## src/rtl/apb_rr_pkg.sv

```systemverilog
// Shared types and helpers for the round-robin APB master.
package apb_rr_pkg;

  typedef enum logic [1:0] {
    IDLE   = 2'd0,
    SETUP  = 2'd1,
    ACCESS = 2'd2
  } apb_state_e;

  // Watchdog counter width; TIMEOUT-1 must fit, so $clog2(TIMEOUT) bits suffice.
  function automatic int wd_width(input int timeout);
    return (timeout > 2) ? $clog2(timeout) : 1;
  endfunction

endpackage

```

## src/rtl/rr_arbiter.sv

```systemverilog
// Round-robin grant: combinational pick starting after last_grant, pointer
// advanced only when the master actually accepts the grant.
module rr_arbiter #(
  parameter int NUM_REQ = 4,
  parameter int IDX_W   = $clog2(NUM_REQ)
) (
  input  logic               clk,
  input  logic               reset,
  input  logic [NUM_REQ-1:0] req,
  input  logic               accept,
  output logic [NUM_REQ-1:0] grant,
  output logic [IDX_W-1:0]   grant_idx,
  output logic               any
);

  logic [IDX_W-1:0] last_grant;
  logic [IDX_W-1:0] cand;

  always_comb begin
    grant     = '0;
    grant_idx = '0;
    any       = 1'b0;
    cand      = '0;
    for (int i = 1; i <= NUM_REQ; i++) begin
      cand = IDX_W'((int'(last_grant) + i) % NUM_REQ);
      if (!any && req[cand]) begin
        any       = 1'b1;
        grant_idx = cand;
      end
    end
    if (any) grant[grant_idx] = 1'b1;
  end

  // Reset points at the highest index so requester 0 wins the first search.
  always_ff @(posedge clk) begin
    if (reset) begin
      last_grant <= IDX_W'(NUM_REQ - 1);
    end else if (accept) begin
      last_grant <= grant_idx;
    end
  end

endmodule

```

## src/rtl/apb_rr_master.sv

```systemverilog
// APB3 master shared by NUM_REQ requesters with round-robin arbitration and a
// watchdog that force-completes transfers to a slave that never asserts ready.
module apb_rr_master
  import apb_rr_pkg::*;
#(
  parameter int NUM_REQ = 4,
  parameter int ADDR_W  = 32,
  parameter int DATA_W  = 32,
  parameter int TIMEOUT = 16
) (
  input  logic                      clk,
  input  logic                      reset,
  input  logic [NUM_REQ-1:0]        req_valid,
  input  logic [NUM_REQ*ADDR_W-1:0] req_addr,
  input  logic [NUM_REQ-1:0]        req_write,
  input  logic [NUM_REQ*DATA_W-1:0] req_wdata,
  output logic [NUM_REQ-1:0]        req_ready,
  output logic [NUM_REQ-1:0]        rsp_valid,
  output logic [DATA_W-1:0]         rsp_rdata,
  output logic                      rsp_err,
  output logic                      apb_sel,
  output logic                      apb_enable,
  output logic                      apb_write,
  output logic [ADDR_W-1:0]         apb_addr,
  output logic [DATA_W-1:0]         apb_wdata,
  input  logic [DATA_W-1:0]         apb_rdata,
  input  logic                      apb_ready,
  input  logic                      apb_slverr
);

  localparam int IDX_W = $clog2(NUM_REQ);
  localparam int WD_W  = wd_width(TIMEOUT);
  localparam logic [WD_W-1:0] WD_LAST = WD_W'(TIMEOUT - 1);

  apb_state_e state_q, state_d;
  logic [WD_W-1:0]    wd_q, wd_d;
  logic [ADDR_W-1:0]  lat_addr_q, lat_addr_d;
  logic               lat_write_q, lat_write_d;
  logic [DATA_W-1:0]  lat_wdata_q, lat_wdata_d;
  logic [IDX_W-1:0]   lat_idx_q, lat_idx_d;

  logic [NUM_REQ-1:0] req_ready_d, rsp_valid_d;
  logic [DATA_W-1:0]  rsp_rdata_d, wdata_d;
  logic [ADDR_W-1:0]  addr_d;
  logic               rsp_err_d, sel_d, enable_d, write_d;

  logic [NUM_REQ-1:0] arb_grant;
  logic [IDX_W-1:0]   arb_idx;
  logic               arb_any;
  logic               accept;

  logic [ADDR_W-1:0]  addr_arr  [NUM_REQ];
  logic [DATA_W-1:0]  wdata_arr [NUM_REQ];

  always_comb begin
    for (int i = 0; i < NUM_REQ; i++) begin
      addr_arr[i]  = req_addr[i*ADDR_W +: ADDR_W];
      wdata_arr[i] = req_wdata[i*DATA_W +: DATA_W];
    end
  end

  rr_arbiter #(
    .NUM_REQ (NUM_REQ),
    .IDX_W   (IDX_W)
  ) u_arb (
    .clk       (clk),
    .reset     (reset),
    .req       (req_valid),
    .accept    (accept),
    .grant     (arb_grant),
    .grant_idx (arb_idx),
    .any       (arb_any)
  );

  // A grant is taken either in IDLE or on the completing ACCESS edge; the
  // req_ready pulse then marks the one bus-idle cycle before SETUP.
  always_comb begin
    state_d     = state_q;
    wd_d        = wd_q;
    lat_addr_d  = lat_addr_q;
    lat_write_d = lat_write_q;
    lat_wdata_d = lat_wdata_q;
    lat_idx_d   = lat_idx_q;
    req_ready_d = '0;
    rsp_valid_d = '0;
    rsp_rdata_d = rsp_rdata;
    rsp_err_d   = rsp_err;
    sel_d       = apb_sel;
    enable_d    = apb_enable;
    write_d     = apb_write;
    addr_d      = apb_addr;
    wdata_d     = apb_wdata;
    accept      = 1'b0;

    case (state_q)
      IDLE: begin
        if (|req_ready) begin
          state_d  = SETUP;
          sel_d    = 1'b1;
          enable_d = 1'b0;
          addr_d   = lat_addr_q;
          write_d  = lat_write_q;
          wdata_d  = lat_wdata_q;
        end else begin
          accept = arb_any;
        end
      end
      SETUP: begin
        state_d  = ACCESS;
        enable_d = 1'b1;
        wd_d     = '0;
      end
      ACCESS: begin
        if (apb_ready || wd_q == WD_LAST) begin
          state_d                = IDLE;
          sel_d                  = 1'b0;
          enable_d               = 1'b0;
          wd_d                   = '0;
          rsp_valid_d[lat_idx_q] = 1'b1;
          rsp_err_d              = apb_ready ? apb_slverr : 1'b1;
          rsp_rdata_d            = (apb_ready && !lat_write_q) ? apb_rdata : '0;
          accept                 = arb_any;
        end else begin
          wd_d = wd_q + 1'b1;
        end
      end
      default: state_d = IDLE;
    endcase

    if (accept) begin
      req_ready_d = arb_grant;
      lat_addr_d  = addr_arr[arb_idx];
      lat_write_d = req_write[arb_idx];
      lat_wdata_d = wdata_arr[arb_idx];
      lat_idx_d   = arb_idx;
    end
  end

  always_ff @(posedge clk) begin
    if (reset) begin
      state_q     <= IDLE;
      wd_q        <= '0;
      lat_addr_q  <= '0;
      lat_write_q <= 1'b0;
      lat_wdata_q <= '0;
      lat_idx_q   <= '0;
      req_ready   <= '0;
      rsp_valid   <= '0;
      rsp_rdata   <= '0;
      rsp_err     <= 1'b0;
      apb_sel     <= 1'b0;
      apb_enable  <= 1'b0;
      apb_write   <= 1'b0;
      apb_addr    <= '0;
      apb_wdata   <= '0;
    end else begin
      state_q     <= state_d;
      wd_q        <= wd_d;
      lat_addr_q  <= lat_addr_d;
      lat_write_q <= lat_write_d;
      lat_wdata_q <= lat_wdata_d;
      lat_idx_q   <= lat_idx_d;
      req_ready   <= req_ready_d;
      rsp_valid   <= rsp_valid_d;
      rsp_rdata   <= rsp_rdata_d;
      rsp_err     <= rsp_err_d;
      apb_sel     <= sel_d;
      apb_enable  <= enable_d;
      apb_write   <= write_d;
      apb_addr    <= addr_d;
      apb_wdata   <= wdata_d;
    end
  end

endmodule

```

## config.mk

```make
export PLATFORM = sky130hd
export DESIGN_NAME = apb_rr_master
export DESIGN_NICKNAME = d
export VERILOG_FILES = /design/src/rtl/apb_rr_pkg.sv /design/src/rtl/rr_arbiter.sv /design/src/rtl/apb_rr_master.sv
export SDC_FILE = /design/constraint.sdc
export NUM_CORES = 1
export LEC_CHECK = 0
export CORE_ASPECT_RATIO = 0.7
export CORE_MARGIN = 4
export CORE_UTILIZATION = 37
export DETAILED_ROUTE_END_ITERATION = 10
export PLACE_DENSITY = 0.77
export REMOVE_ABC_BUFFERS = 1
export SYNTH_ARGS = -nofsm -noshare
export SYNTH_HDL_FRONTEND = slang
export SYNTH_HIERARCHICAL = 1
export SYNTH_SLANG_ARGS = --single-unit
```

## constraint.sdc

```tcl
create_clock -name clk -period 2.4 [get_ports clk]
set_clock_uncertainty 0.1 [all_clocks]
set_input_delay 0.48 -clock clk [delete_from_list [all_inputs] [get_ports clk]]
set_output_delay 0.48 -clock clk [all_outputs]
set_load 0.05 [all_outputs]
```

== Word-level counts from Yosys, hierarchy flattened ==
Cells that the tools add are included.
Cells by class
  add/subtract/negate cells: 5
  multiply operators: 0
  div/mod/pow operators: 0
  magnitude comparators: 9
  equality and inequality tests: 5
  shifts and indexed selects: 0
  muxes and demuxes: 43
  bitwise logic cells: 5
  reduce and logical (&&, ||, !) cells: 23
Operator list (number)
  32-bit 2-to-1 mux: 5
  32-bit binary-select mux with 2-bit select: 2
  2-bit by 3-bit < comparator with 1-bit output (second input constant): 6
  1-bit 2-to-1 mux: 17
  2-bit 2-to-1 mux: 6
  1-bit binary-select mux with 2-bit select: 5
  4-bit one-hot mux with 2 select lines: 1
  1-bit logical AND: 6
  2-bit one-hot mux with 3 select lines: 1
  2-bit AND reduction: 3
  3-bit AND reduction: 2
  3-bit OR reduction: 2
  2-bit by 1-bit adder with 2-bit output (second input constant): 2
  2-bit adder (second input constant): 2
  4-bit by 1-bit adder with 4-bit output (second input constant): 1
  1-bit demux with 2-bit select: 2
  4-bit == test (second input constant): 1
  2-bit by 1-bit greater-or-equal comparator with 1-bit output (second input constant): 2
  1-bit zero test: 4
  4-bit 2-to-1 mux: 1
  2-bit != test (second input constant): 2
  1-bit inverter: 4
  1-bit one-hot mux with 2 select lines: 2
  2-bit nonzero test: 2
  other kinds (9): 9
Storage, ports and cells
  register bits: 183
  bits in latches: 0
  RAM bits: 0
  ROM bits: 0
  bits of input ports: 300
  output and inout bits: 108
  memories kept: 0

== Depth between registers and ports, before layout ==
  depth after elaboration: 17
  depth in mapped cells: 12

== Cells and area by module ==
Netlist, hierarchy kept.
Modules (own cells, without submodules)
  apb_rr_master: instances 1, cells each 894, area each 8126.5 um2, seq. area each 3623.5 um2
  rr_arbiter: instances 1, cells each 38, area each 302.8 um2, seq. area each 40.0 um2

== Least setup slack after synthesis ==
Ideal clock, no wire load.
  path kind: in2reg
  start point: input req_valid[3]
  end point: register lat_addr_q[0]
  setup time: 132 ps
  arrival time: 2224 ps
  required time: 2168 ps
  setup slack: -56 ps
  stages on the path: 9
  path through: buf_4 > mux2_4 > a221oi_4 > nand2_1 > buf_2 > buf_2 > mux4_2 > nand3_1 > a21oi_1
On the way
  cells in the longest elaborated chain, start to end: 16
  elaborated cells on any way between the ends: 29
RTL lines
  from (decl): RTL line apb_rr_master.sv:13  | input logic [NUM_REQ-1:0] req_valid,
  1-bit binary-select mux with 2-bit select: RTL line rr_arbiter.sv:26  | if (!any && req[cand]) begin
  1-bit 2-to-1 mux (not written as such): RTL line rr_arbiter.sv:26
  1-bit 2-to-1 mux: RTL line rr_arbiter.sv:26
  1-bit zero test: RTL line rr_arbiter.sv:26
  1-bit logical AND: RTL line rr_arbiter.sv:26
  1-bit 2-to-1 mux: RTL line rr_arbiter.sv:26
  1-bit zero test: RTL line rr_arbiter.sv:26
  1-bit logical AND: RTL line rr_arbiter.sv:26
  1-bit 2-to-1 mux: RTL line rr_arbiter.sv:26
  1-bit zero test: RTL line rr_arbiter.sv:26
  1-bit logical AND: RTL line rr_arbiter.sv:26
  2-bit 2-to-1 mux *: RTL line rr_arbiter.sv:26
  via arb_idx[0]: RTL line apb_rr_master.sv:48  | logic [IDX_W-1:0] arb_idx;
  2-bit inverter with 3-bit output (not written as such) *: RTL line apb_rr_master.sv:132  | lat_addr_d = addr_arr[arb_idx];
  32-bit binary-select mux with 2-bit select *: RTL line apb_rr_master.sv:132
  32-bit 2-to-1 mux (not written as such) * (2 in series): RTL line apb_rr_master.sv:132
  to (signal assigned): RTL line apb_rr_master.sv:159  | lat_addr_q <= lat_addr_d;
  to (decl): RTL line apb_rr_master.sv:37  | logic [ADDR_W-1:0] lat_addr_q, lat_addr_d;
Mark *: on every way through the listed nets, which the timed path passes. The rest lies on a longest branch. The select of a mux whose other input is x is not followed.
A chain may end at the register's enable or synchronous reset.

== Worst setup path in the final report ==
  start point: input req_valid[2]
  end point: register lat_addr_q[15]
The elaborated chain is that of the path after synthesis.

==> out/results.ini <==
[setup_path]
cp_max_fo=6
crit_arrival_ns=2.59
slowest_delay_ns=0.54
cp.depth=10
cp.required_ns=2.60
reg2reg_depth=9
crit_path_start_kind=input port
critPathLaunch=req_valid[2]
crit_buf_inv=4
crit_type=input port to flop
rrSetupSlack_ns=0.04
setup.worst_path.end=lat_addr_q[15]
critPathSlowestCell=clkdlybuf4s50_1
reg2reg_from=u_arb/last_grant[1]
path_delay_family=buffers and inverters
crit_chain=clkdlybuf4s50_1 > nand2b_2 > a221oi_4 > nand2_4 > buf_12 > buf_12 > buf_4 > mux4_2 > nand3_2 > a21oi_1
cp-end-kind=flop
path_common_cell=buf_12
reg2reg_to=lat_addr_q[15]

[sta]
fmax_mhz=418
setup_ws_ns=0.00995
finalSetupTns_ns=0
slew_viol_final=0
fin_crit_ns=2.39
max_slew.worst_pin.slew_ns=0.612
finalCritPeriodShare_pct=99.6
whs_ns=0.350
rsz0062_at_grt=yes
hold_violations=0
finalSetupViolCount=0
max_slew_margin_pct=59.1

[logic_synthesis]
synth_edf_count=0
ys_ff_latch=183
syn_area_sq_um=8430
ys_warn_count=6
synth_top_cell_by_area=dfxtp_1
synth_top_flop_cell=dfxtp_1
async_reset_ff_share_pct=0
synth-seq-area-share_pct=43.5
postSynthCellCount=932
yosys.cell_types.count=42
synth_area_leaders=dfxtp_1 (43%), mux4_2 (17%), a21oi_1 (10%), nand2_1 (7.8%), nand3_1 (6.2%)
synth.avg_cell_area_sq_um=9.04
yosysTopAreaCellShare_pct=43.5

[power]
p_leak_uw=0.00492
powerDensity_nw_per_um2=1060
ir_worst_vdd_mv=0.880

[global_route]
grt_overflow=0
grt_pass1_vias=8395
grt_pass1_wl_um=44900
antenna_found_initial=3
grt_max_degree=68
grt_usage_pct=22.3

[cts]
h-tree-depth=4
cts_made_buffers=17
cts.sinks=183
cts_tree=built
clk_pin_slew_ns=0.07
cts_root_buffer=clkbuf_16
clk_path_buf_depth=2
clk_latency_ns=0.42

[finish]
area_growth_pct=66.4
mostFrequentLayoutCells=clkdlybuf4s50_1 (401), dfxtp_1 (182), nand2_1 (173)
drive_gt1_share_pct=15.6
layout_commonest_cell=clkdlybuf4s50_1
layout.cells.non_filler=1653
num-nets-final=1639

[placed_design]
placed_cells=1611
dp_slack_ns=-0.398
place_hpwl_um=22500
io_buffers=407
place.gp.congestion=0.872

[outcome]
run_status=complete, no violations

[min_path]
hold_depth=2
min_path_type=flop to flop

[die]
die_height_um=134
row_count=45
dieArea_sq_um=25300
fp.coreArea_sq_um=22000
fp.dieW_um=188
pin_count=408
start_util_pct=38.3

[route]
routedWlPerCell_um=18.5
viasPerCell=5.21
route.detailed.drc=0
drtPass1Iterations=5
drtAntennaViolNets=0
vias=8618
drt_wl_total_um=30500
drt-initial-drc-count=478

[flow_run]
maxCapViolations=0

## layer usage
metal | share of wire [%] | wire length, um | track usage (%)
met1 | 39 | 11800 | 26.1
met2 | 51 | 15600 | 40.0
met3 | 8.4 | 2550 | 7.05
met4 | 1.8 | 550 | 5.38
met5 | 0.088 | 27 | 0
## through the flow
stage	instance area, sq um	total power (uW)	util [%]
CTS	13800	14500	62.6
global placement	13200	11700	60.1
finish	14000	14800	63.7
floorplan	8040	8370	-
detailed placement	13200	11800	60.1
global route	14000	15700	63.7
## where the power goes
part	internal (uW)	switching [uW]	total, uW
Clock	1400	1270	2670
Combinational	3440	4720	8160
Sequential	3670	322	3990
Total	8510	6320	14800
## state kept, by name, indices dropped and copies added, names as in the netlist
register	flops
apb_addr	32
apb_wdata	32
lat_addr_q	32
lat_wdata_q	32
rsp_rdata	32
req_ready	4
rsp_valid	4
wd_q	4
lat_idx_q	2
state_q	2
u_arb/last_grant	2
apb_enable	1
apb_sel	1
apb_write	1
lat_write_q	1
rsp_err	1
## worst reg2reg max path, cell delays in order, from the launching register on
cell and delay, ns:
dfxtp_4 0.37, mux2_4 0.33, a221oi_4 0.32, nand2_4 0.12
buf_12 0.16, buf_12 0.13, buf_4 0.14, mux4_2 0.43
nand3_2 0.09, a21oi_1 0.07
## cell families after synthesis
logic type                 Yosys count  share of synthesized area [%]
DFF                                183                           43.5
buffers and inverters              101                           5.06
AOI/OAI and AO/OA                  263                           16.6
adders and majority gates            5                          0.742
muxes                               66                           17.5
and+or+nand+nor                    314                           16.6
## worst min path at each step
stage,startpoint,slack [ns],to
6_report,lat_addr_q[17],0.35,apb_addr[17]
5_1_grt,lat_wdata_q[24],0.36,apb_wdata[24]
4_1_cts,lat_wdata_q[4],0.35,apb_wdata[4]
3_5_place_dp,lat_addr_q[26],0.34,apb_addr[26]
3_3_place_gp,lat_wdata_q[24],0.33,apb_wdata[24]
2_1_floorplan,lat_addr_q[0],0.32,apb_addr[0]
## final cells by class
class | instances | area (sq um)
fillers | 1820 | 7990
repair buffers | 473 | 4860
multi-input cells | 648 | 4510
flip-flops and latches | 183 | 3670
clock buffers | 20 | 447
well taps | 305 | 382
clock inverters | 12 | 113
inverters | 11 | 41.3
diodes | 1 | 2.50
## timing repair
| action | 4_1_cts | 5_1_grt |
|---|---|---|
| setup buffers | 0 | 9 |
| endpoints found under the hold margin | 0 | 0 |
| hold buffers | 0 | 0 |
| endpoints found under the setup margin | 0 | 23 |
| resized for setup | 0 | 33 |
## cells in the mapped netlist, types with 4 or more instances
master,instances
mux4_2,65
nand2_1,175
o21ai_0,71
inv_1,11
a21oi_1,175
nor3b_1,4
buf_2,20
ha_1,5
clkbuf_1,62
nor2_1,12
nand3_1,104
dfxtp_1,183
buf_4,4
Power figures use the tool's default switching activity.
